File: src/rtl/bcd2bin_if.sv
// Conversion handshake between a requester and the bcd2bin converter.
// The requester pulses start with the digits. The converter answers with busy, then a one-cycle done, bin and err.
interface bcd2bin_if;
  logic        start;
  logic [3:0]  bcd0;
  logic [3:0]  bcd1;
  logic [3:0]  bcd2;
  logic [3:0]  bcd3;
  logic [13:0] bin;
  logic        busy;
  logic        done;
  logic        err;

  modport master (
    output start, bcd0, bcd1, bcd2, bcd3,
    input  bin, busy, done, err
  );

  modport slave (
    input  start, bcd0, bcd1, bcd2, bcd3,
    output bin, busy, done, err
  );
endinterface

File: src/rtl/bcd2bin.sv
// Four-digit BCD to 14-bit binary converter using 16 reverse double-dabble iterations.
// Optional invalid-digit check: define BCD2BIN_DIGIT_CHECK_EN.
module bcd2bin (
  input  logic              clk,
  input  logic              rst_n,
  bcd2bin_if.slave          bus,
  output logic [1:0]        dbg_state
);

  // Handshake: start is taken only in IDLE and the digits are captured on that same edge.
  // busy covers the accepting edge through the edge that leaves DONE.
  // done pulses for one cycle with bin and err valid.
  typedef enum logic [1:0] {
    IDLE = 2'd0,
    CONV = 2'd1,
    DONE = 2'd2
  } state_t;

  state_t      state_q, state_d;
  logic [31:0] work_q, work_d;
  logic [3:0]  cnt_q, cnt_d;
  logic [13:0] bin_q, bin_d;
  logic        busy_q, busy_d;
  logic        done_q, done_d;
  logic        err_q, err_d;
  logic [31:0] work_step;
  logic        digit_bad;

  // One iteration: shift right, then pull each upper BCD nibble back down by 3 if it reached 8.
  always_comb begin
    work_step = work_q >> 1;
    for (int i = 0; i < 4; i++) begin
      if (work_step[16 + 4*i + 3])
        work_step[16 + 4*i +: 4] = work_step[16 + 4*i +: 4] - 4'd3;
    end
  end

`ifdef BCD2BIN_DIGIT_CHECK_EN
  assign digit_bad = (bus.bcd0 > 4'd9) || (bus.bcd1 > 4'd9) ||
                     (bus.bcd2 > 4'd9) || (bus.bcd3 > 4'd9);
`else
  assign digit_bad = 1'b0;
`endif

  always_comb begin
    state_d = state_q;
    work_d  = work_q;
    cnt_d   = cnt_q;
    bin_d   = bin_q;
    busy_d  = busy_q;
    done_d  = 1'b0;
    err_d   = err_q;
    unique case (state_q)
      IDLE: begin
        if (bus.start) begin
          work_d  = {bus.bcd3, bus.bcd2, bus.bcd1, bus.bcd0, 16'h0000};
          cnt_d   = 4'd0;
          busy_d  = 1'b1;
          err_d   = digit_bad;
          state_d = CONV;
        end
      end
      CONV: begin
        work_d = work_step;
        cnt_d  = cnt_q + 4'd1;
        if (cnt_q == 4'd15) begin
          bin_d   = err_q ? 14'd0 : work_step[13:0];
          done_d  = 1'b1;
          state_d = DONE;
        end
      end
      DONE: begin
        busy_d  = 1'b0;
        state_d = IDLE;
      end
      default: begin
        busy_d  = 1'b0;
        state_d = IDLE;
      end
    endcase
  end

  always_ff @(posedge clk or negedge rst_n) begin
    if (!rst_n) begin
      state_q <= IDLE;
      work_q  <= 32'd0;
      cnt_q   <= 4'd0;
      bin_q   <= 14'd0;
      busy_q  <= 1'b0;
      done_q  <= 1'b0;
      err_q   <= 1'b0;
    end else begin
      state_q <= state_d;
      work_q  <= work_d;
      cnt_q   <= cnt_d;
      bin_q   <= bin_d;
      busy_q  <= busy_d;
      done_q  <= done_d;
      err_q   <= err_d;
    end
  end

  assign bus.bin  = bin_q;
  assign bus.busy = busy_q;
  assign bus.done = done_q;
  assign bus.err  = err_q;
  assign dbg_state = state_q;

endmodule

File: src/flat_wrapper.sv
// flat-port wrapper written by rule: the top's interface ports become plain ports
module bcd2bin_flat 
  (clk, rst_n, dbg_state, bus_start, bus_bcd0, bus_bcd1, bus_bcd2, bus_bcd3, bus_bin, bus_busy, bus_done, bus_err);
  bcd2bin_if bus_i ();
  input  logic clk;
  input  logic rst_n;
  output logic [1:0] dbg_state;
  input wire logic [$bits(bus_i.start)-1:0] bus_start;
  input wire logic [$bits(bus_i.bcd0)-1:0] bus_bcd0;
  input wire logic [$bits(bus_i.bcd1)-1:0] bus_bcd1;
  input wire logic [$bits(bus_i.bcd2)-1:0] bus_bcd2;
  input wire logic [$bits(bus_i.bcd3)-1:0] bus_bcd3;
  output wire logic [$bits(bus_i.bin)-1:0] bus_bin;
  output wire logic [$bits(bus_i.busy)-1:0] bus_busy;
  output wire logic [$bits(bus_i.done)-1:0] bus_done;
  output wire logic [$bits(bus_i.err)-1:0] bus_err;
  assign bus_i.start = bus_start;
  assign bus_i.bcd0 = bus_bcd0;
  assign bus_i.bcd1 = bus_bcd1;
  assign bus_i.bcd2 = bus_bcd2;
  assign bus_i.bcd3 = bus_bcd3;
  assign bus_bin = bus_i.bin;
  assign bus_busy = bus_i.busy;
  assign bus_done = bus_i.done;
  assign bus_err = bus_i.err;
  bcd2bin u_core (.clk(clk), .rst_n(rst_n), .bus(bus_i), .dbg_state(dbg_state));
endmodule
File: config.mk
export PLATFORM = sky130hd
export DESIGN_NAME = bcd2bin_flat
export DESIGN_NICKNAME = d
export VERILOG_FILES = /design/src/rtl/bcd2bin_if.sv /design/src/rtl/bcd2bin.sv /design/src/flat_wrapper.sv
export SDC_FILE = /design/constraint.sdc
export NUM_CORES = 1
export LEC_CHECK = 0
export CAP_MARGIN = 5
export CORE_MARGIN = 2
export CORE_UTILIZATION = 57
export CTS_BUF_LIST = sky130_fd_sc_hd__clkbuf_4 sky130_fd_sc_hd__clkbuf_8 sky130_fd_sc_hd__clkbuf_16
export CTS_CLUSTER_SIZE = 25
export DETAILED_ROUTE_END_ITERATION = 16
export GPL_ROUTABILITY_DRIVEN = 0
export GPL_TIMING_DRIVEN = 0
export PLACE_DENSITY = 0.91
export SYNTH_ARGS = -nofsm -noshare
export SYNTH_HDL_FRONTEND = slang
export SYNTH_SLANG_ARGS = --single-unit
File: constraint.sdc
create_clock -name clk -period 3.4 [get_ports clk]
set_input_delay 0.85 -clock clk [delete_from_list [all_inputs] [get_ports clk]]
set_output_delay 0.85 -clock clk [all_outputs]
set_load 0.05 [all_outputs]
==> results by group, run 1 <==
Synth
  • Number of flip-flops and latches in the synthesized netlist: 53
  • Post-synthesis cell count: 188
  • Post-synth net total: 211
  • Average instance area after synthesis: 12.49 µm²
  • Post-synth cell types: 35
  • Cell area after synthesis: 0.002347 mm²
  • Fraction of the yosys area taken by sequential cells: 56.50%
  • Number of warnings reported in the yosys synthesis log: 0

Power and ir drop
  • Leakage: 1.345 nW
  • Total power density per cell area: 1001 mW/mm²
  • Power, Total: 2.904 mW
  • Max rail drop VDD: 0.0006714 V

Route
  • Total length of routed wires: 4.618 mm
  • Via total after detailed routing: 1607
  • Initial drt markers: 69
  • Drt drc: 0
  • Count of TritonRoute iterations in the first routing pass: 5
  • Routed wire per std cell: 16.32 µm
  • Per-cell via count in the routed design: 5.678
  • Number of nets with antenna violations after detailed routing: 0

Layout
  • Top library cells by usage in the layout, fill and taps aside: dfrtp_1 (53), clkdlybuf4s50_1 (35), nand2_1 (16), a22o_1 (16)
  • Commonest non-fill, non-tap cell in the layout: dfrtp_1
  • FILL cells: 293
  • Syn-to-layout area delta: 23.56%
  • Fraction of final layout cells with drive strength greater than 1: 12.45%
  • Footprint of the multi-input gates: 937.1 µm²
  • Post-layout nets: 255
  • Storage cell area: 0.001326 mm²
  • Diode count: 0
  • Number of non-filler instances in the completed layout: 283

CTS
  • # H-tree levels: 2
  • Clock tree buffer depth: 2
  • TritonCTS clock tree: done
  • CTS buffer count: 5
  • Clk pin slew, worst setup/hold paths: 90 ps
  • Number of buffers inserted for hold repair after clock tree synthesis: 0
  • Post-CTS setup buffer count: 0
  • Insertion delay to the later sink of the worst-skew pair: 310 ps
  • Library cell used as clock root buffer: clkbuf_8
  • Number of clock sinks: 53
  • Number of gates given a new drive strength after cts: 0

Flow run
  • Number of maximum-capacitance violations: 0

Place
  • IO buf count: 36
  • Detailed placement HPWL: 3.247 mm
  • DP Cell Count: 275

STA
  • Setup Total Neg Slack: 0 ps
  • RSZ-0062 raised after global routing: false
  • Number of failing setup endpoints in the final timing report: 0
  • Final setup skew: 9.789 ps
  • Worst relative slew slack: 65.98%
  • Total count of max-transition violations in the final report: 0
  • Least-Margin Pin Slew: 508.7 ps
  • Worst hold-check slack: 445.9 ps
  • Fmax achieved: 0.4111 GHz
  • Fraction of the cycle the final worst path needs: 71.55%
  • Final Hold Violating Endpoints: 0
  • Period minus WS final: 2433 ps

Min path
  • Type of the tightest min-delay check: in -> async

GRT
  • Largest net degree at the start of global routing: 39
  • Via count of the first global-routing pass: 1607
  • First-pass GRT wire length: 7.652 mm
  • Number of antenna violations at the first check in global routing: 0
  • GRT Util Overall: 22.43%
  • Total congestion overflow: 0

Worst setup path
  • Largest delay contributor family on the critical path: buffers and inverters
  • Nature of the critical path endpoint: output pin
  • CP peak stage delay: 840 ps
  • Worst setup SP type: register
  • Flop2flop setup slack: 1730 ps
  • Type of the worst setup path: reg -> out
  • Cells along the critical path: clkdlybuf4s50_1
  • Crit path max-delay cell type: clkdlybuf4s50_1
  • Worst path required time: 2550 ps
  • CP Data Arrival Time: 1580 ps
  • Buf+Inv Stages, Crit Path: 1
  • Largest fanout on the critical path: 6

Floorplanning
  • Die width: 68.17 µm
  • Overall die area: 0.004647 mm²
  • Number of primary I/O pins: 38
  • Floorplan die height: 68.17 µm
  • Row count: 23
  • Area of the placeable core: 0.003971 mm²
  • Initial Utilization: 59.11%

Run status
  • Outcome: complete, no violations
[report_power, final]
group          switching, mW  internal [mW]  leakage [nW]
logic                  0.749          0.612         0.611
clock network          0.205          0.220        0.0543
registers              0.220          0.897         0.680
[routing by layer]
metal | vias to the layer above | GRT usage (%) | share of wire (%)
li1 | 762 | - | -
met5 | - | 0 | 0
met4 | 0 | 6.500 | 0.74
met2 | 36 | 35.56 | 50
met1 | 803 | 30.77 | 46
met3 | 6 | 5.592 | 4.0
[final cells by class]
cell class	instances	share of cell area, %
multi-input cells	121	32.31
well taps	50	2.157
repair buffers	37	12.94
plain buffers	12	2.632
inverters	2	0.2588
flip-flops and latches	53	45.73
clock inverters	3	1.596
clock buffers	5	2.373
[sequential cells by signal, indices dropped and copies added, names as in the netlist]
signal,cells
u_core.bus.done,1
u_core.dbg_state,2
u_core.bus.bin,14
u_core.bus.busy,1
u_core.work_q,31
u_core.cnt_q,4
[final timing paths]
kind                                            startpoint                              end  cells past startpoint
setup / recovery           u_core.dbg_state[0]$_DFFE_PN0P_                     dbg_state[0]                      1
hold / removal                                       rst_n    u_core.work_q[14]$_DFFE_PN0P_                      1
setup reg to reg               u_core.cnt_q[0]$_DFFE_PN0P_    u_core.bus.bin[7]$_DFFE_PN0P_                      5
hold reg to reg             u_core.bus.bin[12]$_DFFE_PN0P_   u_core.bus.bin[12]$_DFFE_PN0P_                      1
max in group asynchronous                            rst_n  u_core.dbg_state[1]$_DFFE_PN0P_                      2
min in group clk            u_core.bus.bin[12]$_DFFE_PN0P_   u_core.bus.bin[12]$_DFFE_PN0P_                      1
[synth_stat cells]
| cell | n | share of area (%) |
|---|---|---|
| a211oi_1 | 2 | 0.64 |
| a21oi_1 | 3 | 0.64 |
| a221oi_1 | 1 | 0.37 |
| a22o_1 | 16 | 6.0 |
| a22oi_1 | 3 | 0.96 |
| a2bb2oi_1 | 3 | 1.1 |
| a32o_1 | 1 | 0.43 |
| a41oi_1 | 1 | 0.37 |
| buf_2 | 4 | 0.85 |
| buf_4 | 4 | 1.3 |
| buf_8 | 1 | 0.64 |
| clkbuf_1 | 3 | 0.48 |
| conb_1 | 1 | 0.16 |
| dfrtp_1 | 53 | 57 |
| ha_1 | 4 | 2.1 |
| inv_1 | 2 | 0.32 |
| mux2_1 | 5 | 2.4 |
| mux2_4 | 9 | 5.8 |
| mux2i_1 | 7 | 3.0 |
| nand2_1 | 16 | 2.6 |
| nand2b_1 | 1 | 0.27 |
| nand3_1 | 4 | 0.85 |
| nor2_1 | 9 | 1.4 |
| nor2_8 | 1 | 0.85 |
| nor2b_1 | 8 | 2.1 |
| nor3b_1 | 2 | 0.64 |
| o211a_1 | 1 | 0.43 |
| o21ai_0 | 1 | 0.21 |
| o21ai_1 | 8 | 1.7 |
| o21bai_1 | 1 | 0.32 |
| o22a_1 | 3 | 1.1 |
| o31ai_1 | 3 | 0.96 |
| or3_1 | 1 | 0.27 |
| xnor2_1 | 3 | 1.1 |
| xor2_1 | 3 | 1.1 |
[metrics by stage]
step / cell area (µm²) / utilization, % / setup slack [ps]
5_1_grt: 2900 / 73.03 / 921.3
2_1_floorplan: 2347 / - / 1698
4_1_cts: 2900 / 73.03 / 961.3
3_5_place_dp: 2785 / 70.13 / 986.4
6_report: 2900 / 73.03 / 967.3
3_3_place_gp: 2770 / 69.75 / -8.240
[kinds of logic after synthesis]
family	after synthesis	share of synthesized area (%)
AOI/OAI and AO/OA	47	15.25
xor gates and xnor gates	6	2.239
adders and majority gates	4	2.132
buffers and inverters	14	3.571
DFF	53	56.50
muxes	21	11.14
other	1	0.1598
and+or+nand+nor	42	9.009
Power figures use the tool's default switching activity.
==> inputs of run 2 (changes only) <==
--- a/config.mk
+++ b/config.mk
@@ -7,13 +7,13 @@
 export LEC_CHECK = 0
 export CAP_MARGIN = 5
 export CORE_MARGIN = 2
-export CORE_UTILIZATION = 57
+export CORE_UTILIZATION = 53
 export CTS_BUF_LIST = sky130_fd_sc_hd__clkbuf_4 sky130_fd_sc_hd__clkbuf_8 sky130_fd_sc_hd__clkbuf_16
 export CTS_CLUSTER_SIZE = 25
 export DETAILED_ROUTE_END_ITERATION = 16
 export GPL_ROUTABILITY_DRIVEN = 0
 export GPL_TIMING_DRIVEN = 0
-export PLACE_DENSITY = 0.91
+export PLACE_DENSITY = 0.86
 export SYNTH_ARGS = -nofsm -noshare
 export SYNTH_HDL_FRONTEND = slang
 export SYNTH_SLANG_ARGS = --single-unit
==> constraint.sdc (replaced) <==
create_clock -name clk -period 2.4 [get_ports clk]
set_input_delay 0.6 -clock clk [delete_from_list [all_inputs] [get_ports clk]]
set_output_delay 0.6 -clock clk [all_outputs]
set_load 0.05 [all_outputs]
==> results by group, run 2 (synthesis results as in run 1) <==
Worst setup path
  • R2r worst-path depth: 5
  • Cells along the critical path: clkdlybuf4s50_1
  • Worst setup SP type: register
  • Crit path max-delay cell type: clkdlybuf4s50_1
  • Worst path required time: 1800 ps
  • Nature of the critical path endpoint: output pin
  • Type of the worst setup path: reg -> out
  • Buf+Inv Stages, Crit Path: 1
  • CP peak stage delay: 830 ps
  • CP Data Arrival Time: 1580 ps
  • Path length in cells of the critical path: 1
  • Largest fanout on the critical path: 6
  • Largest delay contributor family on the critical path: buffers and inverters

STA
  • Worst hold-check slack: 242.5 ps
  • Worst relative slew slack: 66.41%
  • Final setup skew: 7.482 ps
  • Least-Margin Pin Slew: 502.3 ps
  • Final Hold Violating Endpoints: 0
  • Period minus WS final: 2178 ps
  • Fraction of the cycle the final worst path needs: 90.77%
  • Fmax achieved: 0.4590 GHz
  • Setup Total Neg Slack: 0 ps
  • RSZ-0062 raised after global routing: false
  • Total count of max-transition violations in the final report: 0
  • Number of failing setup endpoints in the final timing report: 0

GRT
  • First-pass GRT wire length: 7.659 mm
  • Number of antenna violations at the first check in global routing: 0
  • Largest net degree at the start of global routing: 34
  • GRT Util Overall: 19.66%
  • Total congestion overflow: 0
  • Via count of the first global-routing pass: 1574

CTS
  • CTS buffer count: 5
  • Library cell used as clock root buffer: clkbuf_8
  • Clk pin slew, worst setup/hold paths: 90 ps
  • # H-tree levels: 2
  • Clock tree buffer depth: 2
  • TritonCTS clock tree: done
  • Post-CTS setup buffer count: 0
  • Insertion delay to the later sink of the worst-skew pair: 300 ps
  • Number of clock sinks: 53
  • Number of buffers inserted for hold repair after clock tree synthesis: 0
  • Number of gates given a new drive strength after cts: 0

Route
  • Per-cell via count in the routed design: 5.663
  • Via total after detailed routing: 1614
  • Routed wire per std cell: 15.64 µm
  • Drt drc: 0
  • Count of TritonRoute iterations in the first routing pass: 4
  • Initial drt markers: 109
  • Total length of routed wires: 4.457 mm
  • Number of nets with antenna violations after detailed routing: 0

Floorplanning
  • Number of primary I/O pins: 38
  • Area of the placeable core: 0.004324 mm²
  • Overall die area: 0.004977 mm²
  • Die width: 70.55 µm
  • Row count: 24
  • Floorplan die height: 70.55 µm
  • Initial Utilization: 54.28%

Layout
  • Number of flip-flops in the largest register: 31
  • Top library cells by usage in the layout, fill and taps aside: dfrtp_1 (53), clkdlybuf4s50_1 (35), nand2_1 (16), a22o_1 (16)
  • Commonest non-fill, non-tap cell in the layout: dfrtp_1
  • Post-layout nets: 255
  • Fraction of final layout cells with drive strength greater than 1: 12.45%
  • Syn-to-layout area delta: 22.65%
  • Diode count: 0
  • Most flops, register: u_core.work_q

Power and ir drop
  • Sequential fraction of design power: 39.4%
  • Clock network power share: 12.7%
  • Total power density per cell area: 1383 mW/mm²
  • Cell internal power dissipation: 2.356 mW
  • Switching share of power: 40.82%
  • Leakage: 1.332 nW
  • Switching component of the power: 1.625 mW
  • Combinational group share of total power: 47.9%
  • Max rail drop VDD: 0.0007422 V

Min path
  • Type of the tightest min-delay check: in -> async

Run status
  • Outcome: complete, no violations

Place
  • Detailed placement HPWL: 3.110 mm
  • IO buf count: 36

Flow run
  • Number of maximum-capacitance violations: 0
run 2: cell count changes in the layout (fill, tap and decap cells not counted):
cell and delta:
bufinv_16 -1, clkinv_4 -1, clkinvlp_4 +1, clkbuf_4 +1
run 2: final cells by class:
cell class	count	area [µm²]
buffer	12	76.32
clock buffer	6	76.32
clock inverter	2	15.01
fill	337	1445
inverter	2	7.507
multi-input combinational	121	937.1
sequential	53	1326
tap	52	65.06
timing repair buffer	37	375.4
run 2: worst paths after layout:
kind	slack [ps]	end	startpoint
worst min register to register	500	u_core.bus.bin[9]$_DFFE_PN0P_	u_core.bus.bin[9]$_DFFE_PN0P_
worst min-delay path	240	u_core.bus.done$_DFF_PN0_	rst_n
worst max-delay path	220	dbg_state[0]	u_core.dbg_state[0]$_DFFE_PN0P_
min in group clk	500	u_core.bus.bin[9]$_DFFE_PN0P_	u_core.bus.bin[9]$_DFFE_PN0P_
max in group asynchronous	1620	u_core.cnt_q[3]$_DFFE_PN0P_	rst_n
worst max register to register	760	u_core.bus.bin[6]$_DFFE_PN0P_	u_core.cnt_q[0]$_DFFE_PN0P_
run 2: metal layers:
metal / vias to the layer above / global-route usage [%] / routed length [µm]
met5: - / 0 / 0
met4: 0 / 7.966 / 91
met3: 11 / 4.131 / 232
met2: 44 / 29.98 / 2093
met1: 803 / 27.95 / 2039
li1: 756 / - / -
run 2: power groups by stage:
stage                     clock [mW]  combinational, mW  sequential (mW)
after floorplan                    0               1.03             1.92
after global placement             0               1.86             1.56
after detailed placement           0               1.92             1.58
after CTS                      0.513               1.93             1.57
after global routing           0.554               2.07             1.62
final                          0.505               1.91             1.57
run 2: metrics by stage:
| step | worst slack (ps) | total power [mW] | instance area [µm²] | util [%] | cells |
|---|---|---|---|---|---|
| floorplan | 697.9 | 2.950 | 2347 | - | 188 |
| global placement | -771.7 | 3.424 | 2773 | 64.12 | 276 |
| detailed placement | 259.3 | 3.504 | 2788 | 64.47 | 277 |
| CTS | 213.6 | 4.012 | 2879 | 66.58 | 285 |
| global route | 165.7 | 4.251 | 2879 | 66.58 | 285 |
| finish | 221.5 | 3.982 | 2879 | 66.58 | 285 |
